--- src/rtl/truth_table_capture_if.sv ---
// Dump port of truth_table_capture: one table entry per valid/ready beat.
interface truth_table_capture_if #(
  parameter int N_IN = 3
);
  logic            out_valid;
  logic            out_ready;
  logic [N_IN-1:0] out_addr;
  logic            out_y;
  logic            out_seen;
  logic            out_conflict;

  modport master (
    output out_valid, out_addr, out_y, out_seen, out_conflict,
    input  out_ready
  );

  modport slave (
    input  out_valid, out_addr, out_y, out_seen, out_conflict,
    output out_ready
  );
endinterface

--- src/rtl/truth_table_capture.sv ---
// Records the observed truth table of a combinational DUT, sampling y once per
// stable input window, and streams the table out through a handshaked dump port.
module truth_table_capture #(
  parameter int N_IN          = 3,
  parameter int SETTLE_CYCLES = 2
) (
  input  logic                  clk,
  input  logic                  rst,
  input  logic [N_IN-1:0]       in_vec,
  input  logic                  in_valid,
  input  logic                  y,
  input  logic                  clear,
  input  logic                  dump_start,
  truth_table_capture_if.master dump,
  output logic [N_IN:0]         seen_count,
  output logic                  covered,
  output logic                  conflict_any,
  output logic                  dump_done
);
  localparam int DEPTH = 1 << N_IN;
  localparam int SW    = $clog2(SETTLE_CYCLES + 2);
  localparam logic [SW-1:0]   STAB_HIT = SW'(SETTLE_CYCLES);
  localparam logic [SW-1:0]   STAB_MAX = SW'(SETTLE_CYCLES + 1);
  localparam logic [N_IN-1:0] LAST     = N_IN'(DEPTH - 1);
  localparam logic [N_IN:0]   FULL     = (N_IN + 1)'(DEPTH);

  typedef enum logic {CAPTURE, DUMP} state_t;

  state_t          state;
  logic [DEPTH-1:0] seen;
  logic [DEPTH-1:0] yv;
  logic [DEPTH-1:0] conflict;
  logic [SW-1:0]   stab;
  logic [SW-1:0]   stab_next;
  logic [N_IN-1:0] prev_vec;
  logic            prev_valid;
  logic [N_IN-1:0] ptr;
  logic            out_valid_r;
  logic            same;
  logic            sample;
  logic            beat;

  // stab_next counts extra stable cycles; sampling keys off the updated count
  // so a vector held SETTLE_CYCLES+1 valid cycles is sampled on its last one.
  always_comb begin
    same      = in_valid && prev_valid && (in_vec == prev_vec);
    stab_next = '0;
    if (state == CAPTURE && !clear && same)
      stab_next = (stab == STAB_MAX) ? STAB_MAX : stab + SW'(1);
    sample = (state == CAPTURE) && !clear && in_valid && (stab_next == STAB_HIT);
    beat   = (state == DUMP) && dump.out_ready;
  end

  always_ff @(posedge clk or posedge rst) begin
    if (rst) begin
      state       <= CAPTURE;
      seen        <= '0;
      yv          <= '0;
      conflict    <= '0;
      seen_count  <= '0;
      stab        <= '0;
      prev_vec    <= '0;
      prev_valid  <= 1'b0;
      ptr         <= '0;
      out_valid_r <= 1'b0;
      dump_done   <= 1'b0;
    end else begin
      prev_vec   <= in_vec;
      prev_valid <= in_valid;
      stab       <= stab_next;
      dump_done  <= 1'b0;
      case (state)
        CAPTURE: begin
          if (clear) begin
            seen       <= '0;
            yv         <= '0;
            conflict   <= '0;
            seen_count <= '0;
          end else begin
            // First observed value is kept; later disagreements only flag.
            if (sample) begin
              if (!seen[in_vec]) begin
                seen[in_vec] <= 1'b1;
                yv[in_vec]   <= y;
                seen_count   <= seen_count + (N_IN + 1)'(1);
              end else if (y != yv[in_vec]) begin
                conflict[in_vec] <= 1'b1;
              end
            end
            if (dump_start) begin
              state       <= DUMP;
              ptr         <= '0;
              out_valid_r <= 1'b1;
            end
          end
        end
        DUMP: begin
          if (beat) begin
            if (ptr == LAST) begin
              state       <= CAPTURE;
              ptr         <= '0;
              out_valid_r <= 1'b0;
              dump_done   <= 1'b1;
            end else begin
              ptr <= ptr + N_IN'(1);
            end
          end
        end
      endcase
    end
  end

  assign dump.out_valid    = out_valid_r;
  assign dump.out_addr     = ptr;
  assign dump.out_y        = out_valid_r & yv[ptr];
  assign dump.out_seen     = out_valid_r & seen[ptr];
  assign dump.out_conflict = out_valid_r & conflict[ptr];

  assign covered      = (seen_count == FULL);
  assign conflict_any = |conflict;
endmodule
--- src/flat_wrapper.sv ---
// flat-port wrapper written by rule: the top's interface ports become plain ports
module truth_table_capture_flat 
#(
  parameter int N_IN          = 3,
  parameter int SETTLE_CYCLES = 2
)
  (clk, rst, in_vec, in_valid, y, clear, dump_start, seen_count, covered, conflict_any, dump_done, dump_out_valid, dump_out_addr, dump_out_y, dump_out_seen, dump_out_conflict, dump_out_ready);
  truth_table_capture_if #(.N_IN(N_IN)) dump_i ();
  input  logic clk;
  input  logic rst;
  input  logic [N_IN-1:0] in_vec;
  input  logic in_valid;
  input  logic y;
  input  logic clear;
  input  logic dump_start;
  output logic [N_IN:0] seen_count;
  output logic covered;
  output logic conflict_any;
  output logic dump_done;
  output wire logic [$bits(dump_i.out_valid)-1:0] dump_out_valid;
  output wire logic [$bits(dump_i.out_addr)-1:0] dump_out_addr;
  output wire logic [$bits(dump_i.out_y)-1:0] dump_out_y;
  output wire logic [$bits(dump_i.out_seen)-1:0] dump_out_seen;
  output wire logic [$bits(dump_i.out_conflict)-1:0] dump_out_conflict;
  input wire logic [$bits(dump_i.out_ready)-1:0] dump_out_ready;
  assign dump_out_valid = dump_i.out_valid;
  assign dump_out_addr = dump_i.out_addr;
  assign dump_out_y = dump_i.out_y;
  assign dump_out_seen = dump_i.out_seen;
  assign dump_out_conflict = dump_i.out_conflict;
  assign dump_i.out_ready = dump_out_ready;
  truth_table_capture #(.N_IN(N_IN), .SETTLE_CYCLES(SETTLE_CYCLES)) u_core (.clk(clk), .rst(rst), .in_vec(in_vec), .in_valid(in_valid), .y(y), .clear(clear), .dump_start(dump_start), .dump(dump_i), .seen_count(seen_count), .covered(covered), .conflict_any(conflict_any), .dump_done(dump_done));
endmodule
--- config.mk ---
export PLATFORM = sky130hd
export DESIGN_NAME = truth_table_capture_flat
export DESIGN_NICKNAME = d
export VERILOG_FILES = /design/src/rtl/truth_table_capture_if.sv /design/src/rtl/truth_table_capture.sv /design/src/flat_wrapper.sv
export SDC_FILE = /design/constraint.sdc
export NUM_CORES = 1
export LEC_CHECK = 0
export ABC_AREA = 1
export CAP_MARGIN = 20
export CORE_MARGIN = 8
export CORE_UTILIZATION = 30
export CTS_CLUSTER_SIZE = 30
export DETAILED_ROUTE_END_ITERATION = 16
export GPL_TIMING_DRIVEN = 1
export SLEW_MARGIN = 20
export SYNTH_ARGS = -nofsm -noshare
export SYNTH_HDL_FRONTEND = slang
export SYNTH_SLANG_ARGS = --single-unit
--- constraint.sdc ---
create_clock -name clk -period 1.5 [get_ports clk]
set_input_delay 0.15 -clock clk [delete_from_list [all_inputs] [get_ports clk]]
set_output_delay 0.15 -clock clk [all_outputs]
set_load 0.005 [all_outputs]
# Yosys cells after proc, flatten, opt, wreduce, memory -nomap -nowiden
# Index checks and enable logic that the tools add are counted.
# word_totals
inputBits	10
word_cells	97
out_inout_bits	14
reg_bits	40
# op_classes
bitwise_logic	6
n_lt_le_gt_ge	3
mux	46
n_addsub	3
reduce_logical	17
n_eq_ne	11
# op_table
operator	count
8-bit 2-to-1 mux	10
1-bit 2-to-1 mux	17
8-bit OR	2
1-bit binary-select mux with 3-bit select	5
3-bit 2-to-1 mux	4
4-bit 2-to-1 mux	3
2-bit inequality test (second input constant)	5
8-bit bitwise mux	1
1-bit logical AND	8
3-bit by 4-bit less-than comparator with 1-bit output (second input constant)	2
4-bit AND reduction	2
8-bit OR reduction	1
3-bit one-hot mux with 2 select lines	1
3-bit AND reduction	2
2-bit nonzero test	3
4-bit by 1-bit adder with 4-bit output (second input constant)	1
2-bit == test (second input constant)	2
4-bit == test (second input constant)	1
2-bit 2-to-1 mux	2
1-bit one-hot mux with 2 select lines	2
3-bit by 1-bit adder with 3-bit output (second input constant)	1
1-bit bitwise AND	3
1-bit demux with 3-bit select	1
3-bit == test	1
other kinds (6)	6

# Depth between registers and ports, before layout
# depth
word_depth	9
depth_mapped	13
ltp_nobuf	12

# Worst setup path before layout
# No wires, ideal clock.
# synth_path
path_type	flip-flop to flip-flop
from	register u_core.state
to	register u_core.yv[2]
slack_ps	-156
arrival_ps	1538
setup_ps	118
required_time_ps	1382
n_path_buf	2
synth_period_minus_slack_ps	1656
path_stages_with_launch	11
cell_sequence	dfrtp_1 > clkbuf_1 > nor2_1 > nand2_1 > nor2_1 > nand3_1 > a21oi_4 > buf_6 > nand3_1 > nand3_1 > nand2_1
# synth_via
elab_chain_cells	8
elab_cells_between_ends	9
cone_classes	eq/ne: 1; mux: 1; bitwise: 1; reduce/logical: 6
# synth_lines
item	line_no	source
start: declaration	truth_table_capture.sv:29	state_t state;
start signal: assignment	truth_table_capture.sv:56	state <= CAPTURE;
start signal: assignment	truth_table_capture.sv:91	state <= DUMP;
start signal: assignment	truth_table_capture.sv:100	state <= CAPTURE;
1-bit inverter (no line) (*)	-	
1-bit logical AND	truth_table_capture.sv:48, truth_table_capture.sv:50	
1-bit logical AND	truth_table_capture.sv:48	if (state == CAPTURE && !clear && same)
2-bit 2-to-1 mux	truth_table_capture.sv:48	
2-bit == test	truth_table_capture.sv:50	sample = (state == CAPTURE) && !clear && in_valid && (stab_next == STAB_HIT);
1-bit logical AND	truth_table_capture.sv:50	
2-bit nonzero test (no line)	-	
3-bit AND reduction (no line) (*)	-	
end signal: indexed assignment	truth_table_capture.sv:84	yv[in_vec] <= y;
end: declaration	truth_table_capture.sv:31	logic [DEPTH-1:0] yv;
# Mark *: on every way between the ends. The rest lies on a longest branch, timed or not.
# A chain may end at the register's enable or synchronous reset.

# Final worst setup path
# layout_path
from	register u_core.prev_vec[1]
to	register u_core.yv[6]
# layout_via
elab_chain_cells	8
# layout_lines
item	line_no	source
start: declaration	truth_table_capture.sv:35	logic [N_IN-1:0] prev_vec;
start signal: assignment	truth_table_capture.sv:68	prev_vec <= in_vec;
3-bit == test	truth_table_capture.sv:46	same = in_valid && prev_valid && (in_vec == prev_vec);
1-bit logical AND	truth_table_capture.sv:46	
1-bit logical AND	truth_table_capture.sv:48	
2-bit 2-to-1 mux	truth_table_capture.sv:48	
2-bit == test	truth_table_capture.sv:50	
1-bit logical AND	truth_table_capture.sv:50	
2-bit nonzero test (no line)	-	
3-bit AND reduction (no line)	-	
# No other way between the ends.

==> metrics.sh <==
DRT_PRE_ANTENNA_ITERS=4
TIMING.MAX_SLEW.REL_SLACK=0.681
FLOORPLAN.ROWS=31
FRACTION_OF_THE_YOSYS_AREA_TAKEN_BY_SEQUENTIAL_CELLS=0.446
TYPE_OF_DESTINATION_OF_THE_CRITICAL_PATH='register'
DIE_HEIGHT_UM=103
POST-PLACE-WS_PS=-466
POST_SYNTH_INST_COUNT=300
POWER_DENSITY_nW_PER_UM2=1480
SYNTHTOPCELLSBYAREA='sky130_fd_sc_hd__dfrtp_1 45%, sky130_fd_sc_hd__nand2_1 13%, sky130_fd_sc_hd__o21ai_0 6.7%'
INSERTION_DELAY_PS=290
DRIVE_GT1_FRAC=0.369
CRIT_PATH_MAX_FANOUT=4
MAX_FREQ_GHz=0.589
STARTING_DENSITY_OF_THE_CORE=0.310
TIMING.CRITICAL_PATH.MAX_DELAY_FAMILY='simple AND/OR/NAND/NOR gates'
CTS_HTREE_LEVELS=2
SWSHARE=0.395
NUMPLACEDINSTANCES=466
CRITPATHKIND='reg -> reg'
SEQPWRFRAC=0.315
DETAILED_PLACE_HPWL_MM=5.01
POST-ROUTE-PERIOD-UTIL=1.13
FINAL.SETUP_SKEW_PS=5.23
OUTCOME='finished, violations left'
MULTI_INPUT_AREA_UM2=1390
TOTAL_SWITCHING_POWER_uW=2090
ANTENNADIODECOUNT=0
WORST_PIN_SLEW_PS=475
CP_CELL_SEQUENCE='nand2_1 > nand3_1 > nor2_1 > nand3_2 > a21oi_4 > buf_6 > buf_12 > nand3_4 > nand2_1 > o21ai_1'
SETUP_WS_PS=-197
VIA_COUNT_NORMALIZED_BY_INSTANCE_COUNT=4.91
FINAL.SETUP.TNS_PS=-4660
TIMING.CRITICAL_PATH.FROM_TYPE='register'
FINALSETUPVIOLCOUNT=33
FINALWIRELENGTH_MM=7.32
TRITONCTS_CLOCK_TREE='done'
VIOLATIONS='negative setup slack'
INITIALDRTVIOLATIONCOUNT=103
INTPOWER_uW=3210
CTS_NUM_SINKS=40
CLKTRANSATPATHREGS_PS=70
FINAL-INSTANCE-COUNT-EXCL-FILL=492
GLOBAL_ROUTE.USAGE.TOTAL=0.143
SYN_AREA_PER_CELL_UM2=7.49
CTS_MAX_PATH_BUFFERS=2
CORE-AREA_UM2=7250
GRT_START_MAX_NET_PINS=41
NUM-NETS-FINAL=406
SYNTH.NET_COUNT=314
DIE-AREA_UM2=10500
NUMBER_OF_WARNINGS_ISSUED_BY_YOSYS=0
SYNTH.CELL_AREA_UM2=2250
FIRST_GLOBAL_VIAS=2445
GLOBALROUTE.TOTALOVERFLOW=0
ROUTABILITYCONGESTION=0.847
DIE_WIDTH_UM=103
GRT_SETUP_UNREPAIRED='true'
WORST_HOLD_PATH_TYPE='in -> async'
ROUTED-WL-MET3_UM=344
CRITICAL_PATH_REQUIRED_PS=1680
POWER.SHARE.CLOCK=0.141
CTS_ROOT_BUF='sky130_fd_sc_hd__clkbuf_8'
FILLCELLCOUNT=706
AREA_GROWTH_PCT=59.3
ANT_NETS=0
POST-ROUTE-MIN-PERIOD_PS=1700
TOTAL_POWER_uW=5300
DRT-MET1-WL_MM=3.17
DRC_ERRORS=0
INITIAL_ANTENNA_VIOLATION_COUNT=0
SEQUENTIAL_CELL_AREA_UM2=1000
CTS-BUFFERS-INSERTED=5
DESIGN_AREA_UM2=3580
PATH_COMMON_CELL='sky130_fd_sc_hd__nand2_1'
SYNTH-SEQ-CELLS=40
PORT_BUFFERS=23
TIMING.CRITICAL_PATH.SLOWEST_CELL_DELAY_PS=400
CRIT_SLOWEST_CELL='sky130_fd_sc_hd__dfrtp_1'
YOSYSTOPAREACELL='sky130_fd_sc_hd__dfrtp_1'
CP_DATA_ARRIVAL_TIME_PS=1880
PLACED_AREA_UM2=3000
IO_PINS=24
DRT-WIRELENGTH-PER-CELL_UM=14.9
FINAL-HOLD-VIOLATION-COUNT=0
GRT_FIRST_PASS_WIRELENGTH_MM=11.8
SYNTH_TOP_CELL_AREA_SHARE=0.446
YS_TYPES=25
NUM_VIAS=2416
TIMING.FINAL.MAX_SLEW_VIOLATIONS=0
ROUTED-WL-MET2_MM=3.69
TOP_SIGNAL_LAYER_USED='met4'
CP_NUM_BUF_INV=2
SHARE_COMB_OF_TOTAL_POWER=0.544
P_LEAK_uW=0.00167
TIMING.MAX_CAP.VIOLATIONS=0
POWER.IR.VDD_WORST_V=0.000676
[flip-flops by register name, summed over array words and instances (netlist names)]
register,cells
u_core.dump.out_valid,1
u_core.yv,8
u_core.state,1
u_core.dump.out_addr,3
u_core.prev_valid,1
u_core.seen,8
u_core.seen_count,4
u_core.stab,2
u_core.conflict,8
u_core.prev_vec,3
u_core.dump_done,1
[placed cells by master, fill, tap and decap left out, types with 8 or more instances in the layout]
master	instances
sky130_fd_sc_hd__inv_1	17
sky130_fd_sc_hd__buf_4	55
sky130_fd_sc_hd__nand3_2	8
sky130_fd_sc_hd__nand3_4	9
sky130_fd_sc_hd__o21ai_1	14
sky130_fd_sc_hd__nand4_1	16
sky130_fd_sc_hd__nor3_1	8
sky130_fd_sc_hd__nand2_1	67
sky130_fd_sc_hd__nor2_1	28
sky130_fd_sc_hd__dfrtp_1	37
sky130_fd_sc_hd__o21ai_0	16
sky130_fd_sc_hd__nand2_2	11
sky130_fd_sc_hd__clkdlybuf4s50_1	13
sky130_fd_sc_hd__buf_6	12
sky130_fd_sc_hd__nand3_1	8
sky130_fd_sc_hd__a21oi_2	9
[worst min-delay path, delay by kind of cell]
| family | cells | cell delay, ps |
|---|---|---|
| buf+inv | 3 | 750 |
[layout make-up]
cell class              instances  area share
inverters                      22      0.0238
flip-flops and latches         40       0.281
multi-input cells             227       0.390
repair buffers                 96       0.246
clock buffers                   8      0.0252
well taps                      99      0.0346
[cells by family (layout without fill, tap and decap cells)]
family	after synthesis	in the layout	share of synthesized area
xor+xnor	2	2	0.00780
compound gates	55	55	0.136
buf+inv	34	126	0.0685
fa+ha+maj	4	4	0.0223
simple gates	165	166	0.320
flops	40	40	0.446
[power by group through the flow]
stage                     sequential (uW)  combinational, uW  clock [uW]
after floorplan                      1640               1110           0
after global placement               1630               2320           0
after detailed placement             1640               2360           0
after CTS                            1660               2670         768
after global routing                 1700               3160         793
final                                1670               2880         749
[synth_stat cells (all sizes together)]
master   n
buf      7
o22ai    4
o21ai   33
or2      2
nor3     8
nor4     2
nand3   25
a31oi    1
nand4   16
o21a     5
xor2     2
nor2    31
ha       4
nand2   81
a21oi   12
inv     22
dfrtp   40
clkbuf   5
[routing by layer]
| layer | global-route usage | vias to the layer above |
|---|---|---|
| li1 | - | 1190 |
| met1 | 0.179 | 1165 |
| met2 | 0.249 | 52 |
| met3 | 0.0250 | 9 |
| met4 | 0.0339 | 0 |
| met5 | 0 | - |
[path summary, 6_finish.rpt]
check                           slack, ps                         start  depth (start not counted)                             endpoint
worst max-delay path                 -200  u_core.prev_vec[1]$_DFF_PP0_                         10             u_core.yv[6]$_DFFE_PP0P_
worst min-delay path                  220                           rst                          3             u_core.yv[7]$_DFFE_PP0P_
worst max register to register       -200  u_core.prev_vec[1]$_DFF_PP0_                         10             u_core.yv[6]$_DFFE_PP0P_
worst min register to register        490      u_core.stab[0]$_DFF_PP0_                          2             u_core.stab[1]$_DFF_PP0_
max in group asynchronous            1070                           rst                          3  u_core.dump.out_addr[1]$_DFFE_PP0P_
min in group clk                      260                     in_vec[0]                          2         u_core.prev_vec[0]$_DFF_PP0_
[metrics by stage]
step           hold WS (ps)   util
6_report                224  0.493
3_3_place_gp            487  0.413
5_1_grt                 253  0.493
4_1_cts                 232  0.472
2_1_floorplan           181      -
3_5_place_dp            496  0.413
[what timing repair did]
action / 4_1_cts / 5_1_grt
hold buffers: 0 / 0
pin swaps: 24 / 19
resized for setup: 91 / 28
setup buffers: 11 / 5
setup endpoints to repair: 34 / 39
gates cloned: 3 / 1
Note: power is estimated with default switching activity, not from simulation.
